File: config.mk
export PLATFORM = sky130hd
export DESIGN_NAME = tapped_fifo_valid
export DESIGN_NICKNAME = d
export VERILOG_FILES = /design/src/rtl/tapped_fifo_valid_pkg.sv /design/src/rtl/tapped_fifo_valid_stage.sv /design/src/rtl/tapped_fifo_valid.sv
export SDC_FILE = /design/constraint.sdc
export NUM_CORES = 1
export LEC_CHECK = 0
export CAP_MARGIN = 20
export CORE_UTILIZATION = 47
export CTS_BUF_LIST = sky130_fd_sc_hd__clkbuf_16
export CTS_CLUSTER_DIAMETER = 40
export CTS_CLUSTER_SIZE = 24
export DETAILED_ROUTE_END_ITERATION = 7
export PLACE_DENSITY = 0.84
export SYNTH_ARGS = -nofsm -noshare
export SYNTH_HDL_FRONTEND = slang
export SYNTH_SLANG_ARGS = --single-unit
export TNS_END_PERCENT = 10
File: constraint.sdc
create_clock -name clk -period 2.1 [get_ports clk]
set_clock_uncertainty 0.05 [all_clocks]
set_input_delay 0.21 -clock clk [delete_from_list [all_inputs] [get_ports clk]]
set_output_delay 0.21 -clock clk [all_outputs]
set_load 0.02 [all_outputs]
File: src/rtl/tapped_fifo_valid_pkg.sv
// Shared helpers for the flow-controlled tapped FIFO: constant log2 for
// sizing the fill counter and the legal depth floor.
package tapped_fifo_valid_pkg;

    localparam int MIN_DEPTH = 2;

    // Bits needed to hold values 0 .. value-1.
    function automatic int clog2(input int value);
        int result;
        result = 0;
        while ((32'sd1 <<< result) < value) begin
            result = result + 1;
        end
        return result;
    endfunction

endpackage

File: src/rtl/tapped_fifo_valid_stage.sv
// One WIDTH-bit delay stage of the tapped FIFO: async active-low reset,
// synchronous clear taking priority over the shift enable.
module tapped_fifo_valid_stage #(
    parameter int WIDTH = 1
) (
    input  logic             clk,
    input  logic             rst,
    input  logic             clear,
    input  logic             en,
    input  logic [WIDTH-1:0] d,
    output logic [WIDTH-1:0] q
);

    logic [WIDTH-1:0] q_r;

    // Stage register: clear beats enable, otherwise hold.
    always_ff @(posedge clk or negedge rst) begin
        if (!rst) begin
            q_r <= '0;
        end else if (clear) begin
            q_r <= '0;
        end else if (en) begin
            q_r <= d;
        end else begin
            q_r <= q_r;
        end
    end

    assign q = q_r;

endmodule

File: src/rtl/tapped_fifo_valid.sv
// Flow-controlled tapped shift register with fill tracking and a registered
// eviction port. Optional fill_count port enabled by TAPPED_FIFO_COUNT_EN.
module tapped_fifo_valid
    import tapped_fifo_valid_pkg::*;
#(
    parameter  int WIDTH = 1,
    parameter  int DEPTH = 10,
    localparam int CW    = clog2(DEPTH + 1)
) (
    input  logic                   clk,
    input  logic                   rst,
    input  logic                   clear,
    input  logic                   in_valid,
    input  logic [WIDTH-1:0]       in_data,
    output logic [WIDTH*DEPTH-1:0] taps,
    output logic                   taps_valid,
    output logic                   out_valid,
    output logic [WIDTH-1:0]       out_data
`ifdef TAPPED_FIFO_COUNT_EN
    ,
    output logic [CW-1:0]          fill_count
`endif
);

    localparam logic [CW-1:0] FULL_COUNT = CW'(DEPTH);

    if (DEPTH < MIN_DEPTH) begin : g_depth_check
        $error("tapped_fifo_valid: DEPTH must be at least 2");
    end

    logic [WIDTH-1:0] stage_q_s [DEPTH];
    logic [CW-1:0]    count_r;
    logic [WIDTH-1:0] out_data_r;
    logic             out_valid_r;
    logic             shift_s;
    logic             full_s;

    assign shift_s = in_valid & ~clear;
    assign full_s  = (count_r == FULL_COUNT);

    for (genvar i = 0; i < DEPTH; i++) begin : g_stage
        logic [WIDTH-1:0] d_s;
        if (i == 0) begin : g_head
            assign d_s = in_data;
        end else begin : g_body
            assign d_s = stage_q_s[i-1];
        end

        tapped_fifo_valid_stage #(.WIDTH(WIDTH)) u_stage (
            .clk   (clk),
            .rst   (rst),
            .clear (clear),
            .en    (shift_s),
            .d     (d_s),
            .q     (stage_q_s[i])
        );

        assign taps[i*WIDTH +: WIDTH] = stage_q_s[i];
    end

    // Fill level and eviction port; a shift while full pushes out the oldest word.
    always_ff @(posedge clk or negedge rst) begin
        if (!rst) begin
            count_r     <= '0;
            out_data_r  <= '0;
            out_valid_r <= 1'b0;
        end else if (clear) begin
            count_r     <= '0;
            out_data_r  <= out_data_r;
            out_valid_r <= 1'b0;
        end else if (in_valid) begin
            if (full_s) begin
                count_r     <= count_r;
                out_data_r  <= stage_q_s[DEPTH-1];
                out_valid_r <= 1'b1;
            end else begin
                count_r     <= count_r + CW'(1);
                out_data_r  <= out_data_r;
                out_valid_r <= 1'b0;
            end
        end else begin
            count_r     <= count_r;
            out_data_r  <= out_data_r;
            out_valid_r <= 1'b0;
        end
    end

    assign taps_valid = full_s;
    assign out_valid  = out_valid_r;
    assign out_data   = out_data_r;
`ifdef TAPPED_FIFO_COUNT_EN
    assign fill_count = count_r;
`endif

endmodule
Word-level counts from Yosys, hierarchy flattened. Cells that the tools add are included.

Register bits: 16. Bits of input ports: 5.

Add/sub/neg operators: 1. Equal/unequal tests: 2. Mux-type cells: 26. Bitwise gates (word level): 2. Reduce and logical (&&, ||, !) cells: 4.

Operators with widths (number): $mux W1 (23); $mux W4 (3); $add A4 B1 Y4 const B (1); $eq A4 B4 Y1 const B (1); $reduce_bool A2 Y1 (2); $reduce_and A3 Y1 (1); $ne A2 B2 Y1 const B (1); $reduce_and A2 Y1 (1); $and A1 B1 Y1 (1); $not A1 Y1 (1).

Depth between registers and ports, before layout.
Word-level depth: 4. Gate-level depth with buffers: 5. Depth with buffers taken out: 5.

By module. Synthesis repeated with hierarchy kept, for this count alone.

Cell total of the unflattened synthesis: 67. Area, all modules: 783.3 µm².

By module, submodules not included: tapped_fifo_valid (times used 1, cells an instance 37, area an instance 395.4 µm²); tapped_fifo_valid_stage (times used 10, cells an instance 3, area an instance 38.8 µm²).

Worst setup path before layout. No wires, ideal clock.

Path kind: register to register. From: register count_r[0]. To: register out_data_r (netlist: out_data). Data arrival time: 1289 ps. Required time: 1922 ps. Slack: 633 ps. Stages on the path, launching flop included: 6. Buffers on the path: 0. Period minus slack after synthesis: 1467 ps. Path through: dfrtp_1 -> inv_1 -> ha_1 -> nand3b_4 -> nor3b_2 -> mux2_1.

Cells in the longest elaborated chain, start to end: 2.

Ends and longest elaborated chain: start, declared (RTL line tapped_fifo_valid.sv:32) `logic [CW-1:0] count_r;`; start signal, assigned (RTL line tapped_fifo_valid.sv:73) `count_r <= count_r;`; start signal, assigned (RTL line tapped_fifo_valid.sv:77) `count_r <= count_r + CW'(1);`; start signal, assigned (RTL line tapped_fifo_valid.sv:82) `count_r <= count_r;`; $eq A4 B4 Y1 (RTL line tapped_fifo_valid.sv:39) `assign full_s = (count_r == FULL_COUNT);`; $reduce_and A3 Y1 (no source line); end signal, assigned (RTL line tapped_fifo_valid.sv:69) `out_data_r <= out_data_r;`; end signal, assigned (RTL line tapped_fifo_valid.sv:74) `out_data_r <= stage_q_s[DEPTH-1];`; end signal, assigned (RTL line tapped_fifo_valid.sv:78) `out_data_r <= out_data_r;`; end, declared (RTL line tapped_fifo_valid.sv:33) `logic [WIDTH-1:0] out_data_r;`.

No other way between the ends. A chain may end at the register's enable or synchronous reset.

Worst setup path after layout.
From: register count_r[0]. To: output port taps_valid.

Cells in the longest elaborated chain, start to end: 1.

Ends and longest elaborated chain: $eq A4 B4 Y1 (RTL line tapped_fifo_valid.sv:39); end, declared (RTL line tapped_fifo_valid.sv:16) `output logic taps_valid,`.

No other way between the ends.

==> qor.csv <==
stage;metric;value;unit
critical_path;arrival;1720;ps
critical_path;r2r-end;out_data;
finish;final_cell_mix;clkdlybuf4s50_1, dfrtp_1, nor2_1;
sta;fmax;506;MHz
run_status;status;completed;
critical_path;cp-end-kind;output port;
detailed_routing;wl_met2;551;microns
sta;report.final.hold_viol_count;0;
detailed_routing;firstDrtPassIters;2;
sta;fin_crit;1980;ps
floorplanning;boundaryPins;18;
detailed_routing;via_per_inst;5.16;
placed_design;post_dp_cell_area;901;sq um
global_route;antenna_found_initial;0;
detailed_routing;antenna_left;0;
power_and_ir_drop;comb_power_share;0.070;
clock_tree;worstSkewPairLatency;240;ps
synth;synth_edf_count;0;
detailed_routing;dr_wl_met3;97;microns
min_path;hold_class;in2async;
critical_path;r2r-start;count_r[0];
run;drv_cap;0;
detailed_routing;drcViolationCount;0;
clock_tree;cts_htree_levels;1;
detailed_routing;routed_wirelength;1270;microns
clock_tree;cts_tree;done;
critical_path;path_buf_inv;3;
placed_design;dpl_worst_slack;386;ps
clock_tree;cts_hold_buf;0;
synth;synth_area_leader_cell;dfrtp_1;
critical_path;path_max_fanout;7;
power_and_ir_drop;clkPwrFrac;0.495;
synth;ys_top_cells_by_area;dfrtp_1, mux2i_1, buf_4;
clock_tree;cts_made_buffers;3;
power_and_ir_drop;p_int;0.000587;W
global_route;grt_pass1_wl;2210;microns
finish;syn_to_final_growth;24.0;%
clock_tree;ctsResizeCount;0;
critical_path;rrSetupSlack;540;ps
finish;stdcell_count;95;
global_route;grt_pass1_vias;487;
critical_path;cp_cell_sequence;inv_1 > ha_1 > nand3b_4 > inv_2 > clkdlybuf4s50_1;
power_and_ir_drop;switching_share;0.199;
floorplanning;die_y;42.9;microns
critical_path;slowest_delay;590;ps
critical_path;cp.required;1840;ps
synth;syn_nets;77;
power_and_ir_drop;peakVddDrop;552;uV
sta;fin_tns_setup;0;ps
detailed_routing;top_layer_used;met4;
clock_tree;cts.sink_count;16;
clock_tree;cts.clk_slew.worst_paths;50;ps
power_and_ir_drop;power_leakage;0.501;nW
detailed_routing;wl_per_cell;13.4;microns
synth;synth_ff_type;dfrtp_1;
finish;layout.nets;88;
synth;ys_seq_elements;16;
power_and_ir_drop;p_sw;0.000146;W
sta;slew_headroom;0.534;
sta;setup_ws;123;ps
critical_path;critical_path_class;reg2out;
clock_tree;postCtsSetupRepairBufs;0;
global_route;grt_max_degree;17;
finish;final_common_cell;clkdlybuf4s50_1;
placed_design;placedCellCount;92;
placed_design;place.port_buffers;17;
power_and_ir_drop;p_seq_frac;0.435;
sta;tightest_slew;697;ps
synth;synth.top_cell.area_share;0.509;
detailed_routing;wl_met1;580;microns
sta;rsz0062_at_grt;no;
floorplanning;core;1540;sq um
critical_path;cp_slowest_cell;clkdlybuf4s50_1;
global_route;grt_usage;0.179;
synth;netlist_area;787;sq um
sta;setup_viol;0;
synth;avgSynthCellArea;11.2;sq um
floorplanning;fp-row-count;14;
finish;drive_above_1_share;0.101;
floorplanning;die_area;1840;sq um
critical_path;cp.depth;5;
synth;yosysWarnings;0;
floorplanning;die_w;42.9;microns
critical_path;ff2ff_path_depth;5;
finish;antenna_cells;0;
clock_tree;cts-root-buf;clkbuf_16;
synth;yosysUniqueCellTypes;21;
placed_design;dpl.hpwl;843;microns
finish;fin_area;976;sq um
detailed_routing;drt_iter0_drc;3;
power_and_ir_drop;power.density;751;nW/um^2
sta;slew_viol_final;0;
sta;period_share;0.942;
synth;synth_cells;70;
detailed_routing;dr_total_vias;490;
critical_path;crit_family;buffers and inverters;
global_route;grt.overflow.total;0;
critical_path;setup.worst_path.start_class;register;
synth;async_flop_share;1.00;
synth;yosysSeqAreaShare;0.509;
clock_tree;cts_max_path_buffers;2;
placed_design;place.gp.congestion;0.777;
finish;fin_util;0.633;
floorplanning;initial_core_util;0.511;
==> metal layers <==
layer | track usage | vias to the layer above
li1 | - | 241
met1 | 0.203 | 230
met2 | 0.258 | 15
met3 | 0.0851 | 4
met4 | 0.131 | 0
met5 | 0 | -
==> stage by stage <==
step,power (W),hold slack (ps)
final,0.000733,336
after global routing,0.000770,404
after floorplan,0.000354,-136
after CTS,0.000751,368
after detailed placement,0.000376,427
after global placement,0.000374,417
==> state kept, by name (all words and copies together), names as in the netlist <==
name,count
g_stage.u_stage.q,10
count_r,4
out_data,1
out_valid,1
==> worst max-delay path by stage <==
stage                     from  slack (ps)          to
floorplan           count_r[0]         630    out_data
global placement    count_r[0]         430  taps_valid
detailed placement  count_r[0]         390  taps_valid
CTS                 count_r[0]         110  taps_valid
global route        count_r[0]          50  taps_valid
finish              count_r[0]         120  taps_valid
==> kinds of logic (layout without fill, tap and decap cells) <==
group | count (synthesis) | after routing | synth area share
buffers and inverters | 15 | 24 | 0.126
DFF | 16 | 16 | 0.509
xor gates and xnor gates | 1 | 1 | 0.0111
AOI/OAI and AO/OA | 5 | 5 | 0.0397
and+or+nand+nor | 20 | 20 | 0.141
muxes | 11 | 11 | 0.141
adders and majority gates | 2 | 2 | 0.0318
==> final cells by class <==
cell class	instances	area (sq um)
fill	129	566
timing repair buffer	19	185
inverter	2	7.51
clock buffer	3	75.1
tap	16	20.0
sequential	16	400
multi-input combinational	39	288
==> power groups by stage <==
stage / registers [W] / logic (W) / clock network, W
floorplan: 0.000323 / 0.0000311 / 0
global placement: 0.000323 / 0.0000505 / 0
detailed placement: 0.000324 / 0.0000522 / 0
CTS: 0.000319 / 0.0000524 / 0.000380
global route: 0.000319 / 0.0000573 / 0.000393
finish: 0.000319 / 0.0000513 / 0.000363
==> synth_stat cells (2+ instances only) <==
cell,n
a21oi_1,3
mux2i_1,10
nand2_1,2
buf_4,11
ha_1,2
nor2_1,12
dfrtp_1,16
Power figures use the tool's default switching activity.
